--- config.mk ---
export PLATFORM = sky130hd
export DESIGN_NAME = if_fetch_unit
export DESIGN_NICKNAME = d
export VERILOG_FILES = /design/src/rtl/if_fetch_unit.sv
export SDC_FILE = /design/constraint.sdc
export NUM_CORES = 1
export LEC_CHECK = 0
export BUFFER_PORTS_ARGS = -buffer_cell sky130_fd_sc_hd__buf_2
export CAP_MARGIN = 20
export CORE_AREA = 2 2 187 207
export DETAILED_ROUTE_END_ITERATION = 6
export DIE_AREA = 0 0 189 209
export GPL_ROUTABILITY_DRIVEN = 0
export PLACE_DENSITY = 0.42
export SYNTH_ARGS = -nofsm -noshare
export SYNTH_HDL_FRONTEND = slang
export SYNTH_SLANG_ARGS = --single-unit
export TNS_END_PERCENT = 100
--- constraint.sdc ---
create_clock -name clk -period 11.5 [get_ports clk]
set_clock_uncertainty 0.2 [all_clocks]
set_input_delay 0.575 -clock clk [delete_from_list [all_inputs] [get_ports clk]]
set_output_delay 0.575 -clock clk [all_outputs]
set_load 0.02 [all_outputs]
--- src/rtl/if_fetch_unit.sv ---
// if_fetch_unit: MIPS IF stage, single outstanding req/ack/rvalid fetch into a small FIFO feeding decode
module if_fetch_unit #(
  parameter int DEPTH = 2,
  parameter logic [31:0] RESET_PC = 32'h0,
  parameter logic [3:0] TYPE_NONE = 4'd0,
  parameter logic [3:0] TYPE_VALID = 4'd1
) (
  input  logic        clk,
  input  logic        rst,
  input  logic        id_stall,
  input  logic        id_redirect,
  input  logic [31:0] id_new_pc,
  output logic        imem_req,
  output logic [31:0] imem_addr,
  input  logic        imem_ack,
  input  logic        imem_rvalid,
  input  logic [31:0] imem_rdata,
  output logic [31:0] if_inst,
  output logic [31:0] if_pc4,
  output logic [3:0]  if_ins_type,
  output logic [3:0]  if_ins_number
);
  localparam int AW = $clog2(DEPTH);
  localparam logic [AW:0] FULL = (AW+1)'(DEPTH);
  localparam logic [1:0] IDLE = 2'd0, REQ = 2'd1, WAIT = 2'd2;
  logic [1:0] state, state_next;
  logic [31:0] pc, fpc;
  logic drop, empty, push, pop, accept;
  logic [3:0] seq;
  logic [AW-1:0] wr_ptr, rd_ptr;
  logic [AW:0] count, count_next;
  logic [67:0] fifo [DEPTH];
  assign empty = count == '0;
  assign pop = !empty && !id_stall && !id_redirect;
  assign push = state == WAIT && imem_rvalid && !drop && !id_redirect;
  assign accept = state == REQ && imem_ack;
  assign count_next = id_redirect ? '0 : count + (AW+1)'(push) - (AW+1)'(pop);
  assign imem_req = state == REQ;
  assign imem_addr = pc;
  assign {if_inst, if_pc4, if_ins_number} = empty ? 68'd0 : fifo[rd_ptr];
  assign if_ins_type = empty ? TYPE_NONE : TYPE_VALID;
  // A request is only issued when a FIFO slot is free, so the response always has room
  always_comb begin
    state_next = state == IDLE ? (!id_redirect && count < FULL ? REQ : IDLE) :
                 state == REQ  ? (imem_ack ? WAIT : id_redirect ? IDLE : REQ) :
                 imem_rvalid   ? (!id_redirect && count_next < FULL ? REQ : IDLE) : state;
  end
  always_ff @(posedge clk or posedge rst) begin
    if (rst) begin
      state <= IDLE;
      pc <= RESET_PC;
      fpc <= '0;
      drop <= 1'b0;
      seq <= '0;
      wr_ptr <= '0;
      rd_ptr <= '0;
      count <= '0;
    end else begin
      state <= state_next;
      count <= count_next;
      pc <= id_redirect ? id_new_pc : accept ? pc + 32'd4 : pc;
      if (accept) fpc <= pc;
      // An accepted or in-flight fetch made stale by a redirect must have its response discarded
      if (accept && id_redirect) drop <= 1'b1;
      else if (state == WAIT) drop <= imem_rvalid ? 1'b0 : drop | id_redirect;
      if (push) seq <= seq + 4'd1;
      wr_ptr <= id_redirect ? '0 : wr_ptr + AW'(push);
      rd_ptr <= id_redirect ? '0 : rd_ptr + AW'(pop);
    end
  end
  always_ff @(posedge clk) begin
    if (push) fifo[wr_ptr] <= {imem_rdata, fpc + 32'd4, seq};
  end
endmodule

# Word level (Yosys, flattened, before mapping)
# Memories as Yosys holds them, arrays and structs flattened.
# Cells that the tools add are included.
[word_totals] regBits=75 mem_bits_rw=136 input_bits=70 out_inout_bits=105 elab_cells=58 memories=1
[memory_table] memory="fifo" words=2 word_bits=68 read_ports=1 rd_clocked_by_memory_dff=0 write_ports=1 line_no="32" rtl="logic [67:0] fifo [DEPTH];"
[classes] addsub=7 magnitude_cmp=2 n_eq_ne=2 mux=19 bitwise_logic=1 n_reduce_logical=18
[op_table] op="$mux W68" n=1
[op_table] op="$add A32 B3 Y32 const B" n=2
[op_table] op="$mux W32" n=2
[op_table] op="$mux W1" n=11
[op_table] op="$mux W2" n=5
[op_table] op="$logic_and A1 B1 Y1" n=9
[op_table] op="$add A4 B1 Y4 const B" n=1
[op_table] op="$logic_not A1 Y1" n=4
[op_table] op="$logic_not A2 Y1" n=2
[op_table] op="$lt A2 B2 Y1 const B" n=2
[op_table] op="$reduce_bool A2 Y1" n=2
[op_table] op="$reduce_bool A3 Y1" n=1
[op_table] op="$add A1 B1 Y1" n=2
[op_table] op="$add A2 B1 Y2" n=1
[op_table] op="$eq A2 B1 Y1 const B" n=1
[op_table] op="$eq A2 B2 Y1 const B" n=1
[op_table] op="$sub A2 B1 Y2" n=1
[op_table] op="$or A1 B1 Y1" n=1

# Longest topological paths before layout
[depth] word_depth=13 depth_mapped=10

# Least setup slack after synthesis
# Ideal clock, no wire load.
[synth_timing] path_kind="input port to flip-flop" start="input port id_redirect" end="memory fifo[0][0], enable pin" setup_ns=0.434 arrival_time_ns=3.092 path_slack_ns=7.774 path_stages=3 cell_sequence="clkbuf_1 > nor3_1 > ha_1"
[synth_via] elab_chain_cells=4
[synth_rtl] item="from (decl)" line_no="11" rtl="input logic id_redirect,"
[synth_rtl] item="$logic_not A1 Y1" line_no="35" rtl="assign push = state == WAIT && imem_rvalid && !drop && !id_redirect;"
[synth_rtl] item="$logic_and A1 B1 Y1" line_no="35"
[synth_rtl] item="net push" line_no="28" rtl="logic drop, empty, push, pop, accept;"
[synth_rtl] item="$mux W1" line_no="72" rtl="if (push) fifo[wr_ptr] <= {imem_rdata, fpc + 32'd4, seq};"
[synth_rtl] item="$mux W1 (implied by the code)" line_no="72"
[synth_rtl] item="to (decl)" line_no="32"
# The timed path passes the listed nets, and every way through them passes these cells.

# Worst setup path in the final report
[layout_timing] start="register rd_ptr" end="output port if_pc4[10]"
[layout_via] elab_chain_cells=2
[layout_rtl] item="from (decl)" line_no="30" rtl="logic [AW-1:0] wr_ptr, rd_ptr;"
[layout_rtl] item="from (signal assigned)" line_no="68" rtl="rd_ptr <= id_redirect ? '0 : rd_ptr + AW'(pop);"
[layout_rtl] item="$mem_v2 Z2 W68"
[layout_rtl] item="$mux W68" line_no="40" rtl="assign {if_inst, if_pc4, if_ins_number} = empty ? 68'd0 : fifo[rd_ptr];"
[layout_rtl] item="to (decl)" line_no="19" rtl="output logic [31:0] if_pc4,"
# Every way passes these cells.

==> flow_metrics.tcl <==
set metrics [dict create \
    status "finished clean" \
    nets 1010 \
    dr.pass1.iters 4 \
    dp_slack_ns 8.52 \
    synth.avg_cell_area_um2 12.1 \
    synth_xor_area_share_pct 4.16 \
    wl_met3_um 1220 \
    first_global_vias 6363 \
    synth_mux_area_share_pct 7.81 \
    die_x_um 189 \
    cts_tree "yes" \
    io_buffers 171 \
    ctsHoldBuffers 1 \
    post_cts_buffers 0 \
    synthArstFlopShare_pct 35.5 \
    ios 175 \
    max_slew.worst_pin.slew_ns 1.00 \
    ys_ff_latch 211 \
    row_count 75 \
    synth-main-ff-cell "edfxtp_1" \
    clock-root-buffer "clkbuf_16" \
    synth-simple-area-share_pct 16.4 \
    cts_resized 0 \
    vdd_drop_max_mv 0.106 \
    finalSetupViolCount 0 \
    synth.area.top_cells "edfxtp_1 44%, dfrtp_1 20%, mux2i_1 7.4%" \
    vias 6325 \
    clockBufferDepth 3 \
    cp.required_ns 10.73 \
    critPathArrivalTime_ns 2.61 \
    start_kind "flop" \
    drt_iter0_drc 255 \
    ys_warn_count 0 \
    met1_length_um 11100 \
    drive_gt1_share_pct 24.1 \
    yosys.area_share.adder_pct 0.945 \
    final-hold-violation-count 0 \
    setup_tns_ns 0 \
    wl_met2_um 10900 \
    highest_layer "met4" \
    power.total_w 0.00212 \
    cp_max_fo 37 \
    holdWs_ns 0.0458 \
    ys_seq_area_share_pct 64.3 \
    layout_setup_ws_ns 8.11 \
    cp-end-kind "output pin" \
    grt_max_degree 70 \
    synth_compound_area_share_pct 3.82 \
    die_h_um 209 \
    maxCapViolations 0 \
    timing.hold.worst.start "imem_rdata[0]" \
    synth_top_area_cell "edfxtp_1" \
    cts_sinks 211 \
    period_minus_slack_ns 3.39 \
    start_util_pct 24.6 \
    postSynthCellCount 764 \
    reg2reg_from "state[1]$_DFFE_PP0P_" \
    antenna_found_initial 0 \
    crit_type "reg -> out" \
    track_usage_pct 12.0 \
    drv_slew 0 \
    timing.final.crit_share_pct 29.4 \
    h-tree-depth 1 \
    crit_start "rd_ptr$_DFF_PP0_" \
    place_hpwl_um 16000 \
    relSlewSlack_pct 33.0 \
    syn_area_um2 9270 \
    postRouteAntennaNets 0 \
    p_leak_nw 4.44 \
    grt_first_pass_wirelength_um 37100 \
    drt-total-wl_um 23700 \
    clk_pin_slew_ns 0.06 \
    antenna-diode-count 0 \
    dieArea_um2 39500 \
    worstSkewPairLatency_ns 0.52 \
    core_area_um2 37600 \
    synth_top_family_by_area "simple AND/OR/NAND/NOR gates" \
    drc 0 \
    numCtsBuffers 25 \
    vias_per_cell 4.36 \
    wl_per_cell_um 16.4 \
    synth_cell_types 47 \
    hold_class "in -> reg" \
    fmax_mhz 295 \
    synth-edff-count 136 \
    rsz0062_at_grt "no" \
    power_density_nw_per_um2 185 \
    syn2layout_area_growth_pct 23.8 \
    synth_top_area_share_pct 44.0 \
    gr-total-overflow 0 \
]
-- layout by cell type (no fill, tap or decap), drive strengths merged, types with 25 or more instances in the layout --
cell,instances
nand3,27
mux2i,69
nand4,25
clkbuf,36
dfrtp,75
nand2,117
xnor2,33
edfxtp,136
buf,181
nor2,93
-- area by class of cell --
cell class              count  area, um2
well taps                 500        626
inverters                  13       48.8
multi-input cells         500       3110
clock inverters             9       97.6
fillers                  3894      26200
flip-flops and latches    211       5960
repair buffers            182        941
clock buffers              36        687
-- path summary, 6_finish.rpt --
path                       slack [ns]  cells past startpoint                   endpoint
setup reg to reg                 8.82                      4  imem_addr[26]$_DFFE_PP0N_
hold / removal                   0.05                      1      fifo[1][36]$_DFFE_PP_
setup / recovery                 8.11                      4                 if_pc4[10]
hold reg to reg                  0.28                      0       fifo[1][5]$_DFFE_PP_
max in group asynchronous        9.58                      4   imem_addr[8]$_DFFE_PP0N_
min in group asynchronous        0.40                      3           rd_ptr$_DFF_PP0_
-- state kept, by name, summed over array words and instances, names as in the netlist --
signal     cells
drop           1
rd_ptr         1
imem_addr     32
fpc           32
seq            4
count          2
state          2
wr_ptr         1
fifo         136
-- critical path, cell delays in order (launching register included) --
cell     delay [ns]
dfrtp_4        0.83
buf_4          0.67
mux2i_1        0.26
nor2_1         0.08
buf_2          0.21
-- where the power goes --
group          internal (W)  switching (W)  leakage, nW  total (W)
clock              0.000458       0.000301        0.377   0.000759
sequential         0.000932       0.000112         2.15    0.00104
combinational      0.000121       0.000196         1.91   0.000318
-- routing by layer --
metal  track usage [%]  vias up
li1                  -     3101
met1              16.8     3027
met2              19.0      162
met3              2.00       35
met4              3.93        0
met5                 0        -
-- cell families (layout without fill, tap and decap cells) --
logic type / Yosys count / count (layout)
flip-flops: 211 / 211
AO/OA/AOI/OAI: 56 / 56
XOR/XNOR: 44 / 44
adder cells (fa/ha/maj): 7 / 7
buffers and inverters: 55 / 240
AND/OR/NAND/NOR: 318 / 318
other: 1 / 3
multiplexers: 72 / 72
-- synthesized netlist by cell type, types with 13 or more instances --
cell type and count:
inv_1 13, a31oi_1 14, nand3_1 27, o31ai_1 14, nor2_1 93, xnor2_1 33
clkbuf_1 30, nand4_1 23, mux2i_1 69, o21ai_0 19, edfxtp_1 136, nand2_1 117
or4_1 19, dfrtp_1 75
-- stage by stage --
step           utilization (%)  instances  cell area, um2
6_report                  30.5       1451           11500
5_1_grt                   30.5       1451           11500
4_1_cts                   30.5       1451           11500
3_5_place_dp              28.4       1405           10700
3_3_place_gp              28.4       1405           10700
2_1_floorplan                -        766            9280
No activity file was read; power rests on OpenSTA's default activity.
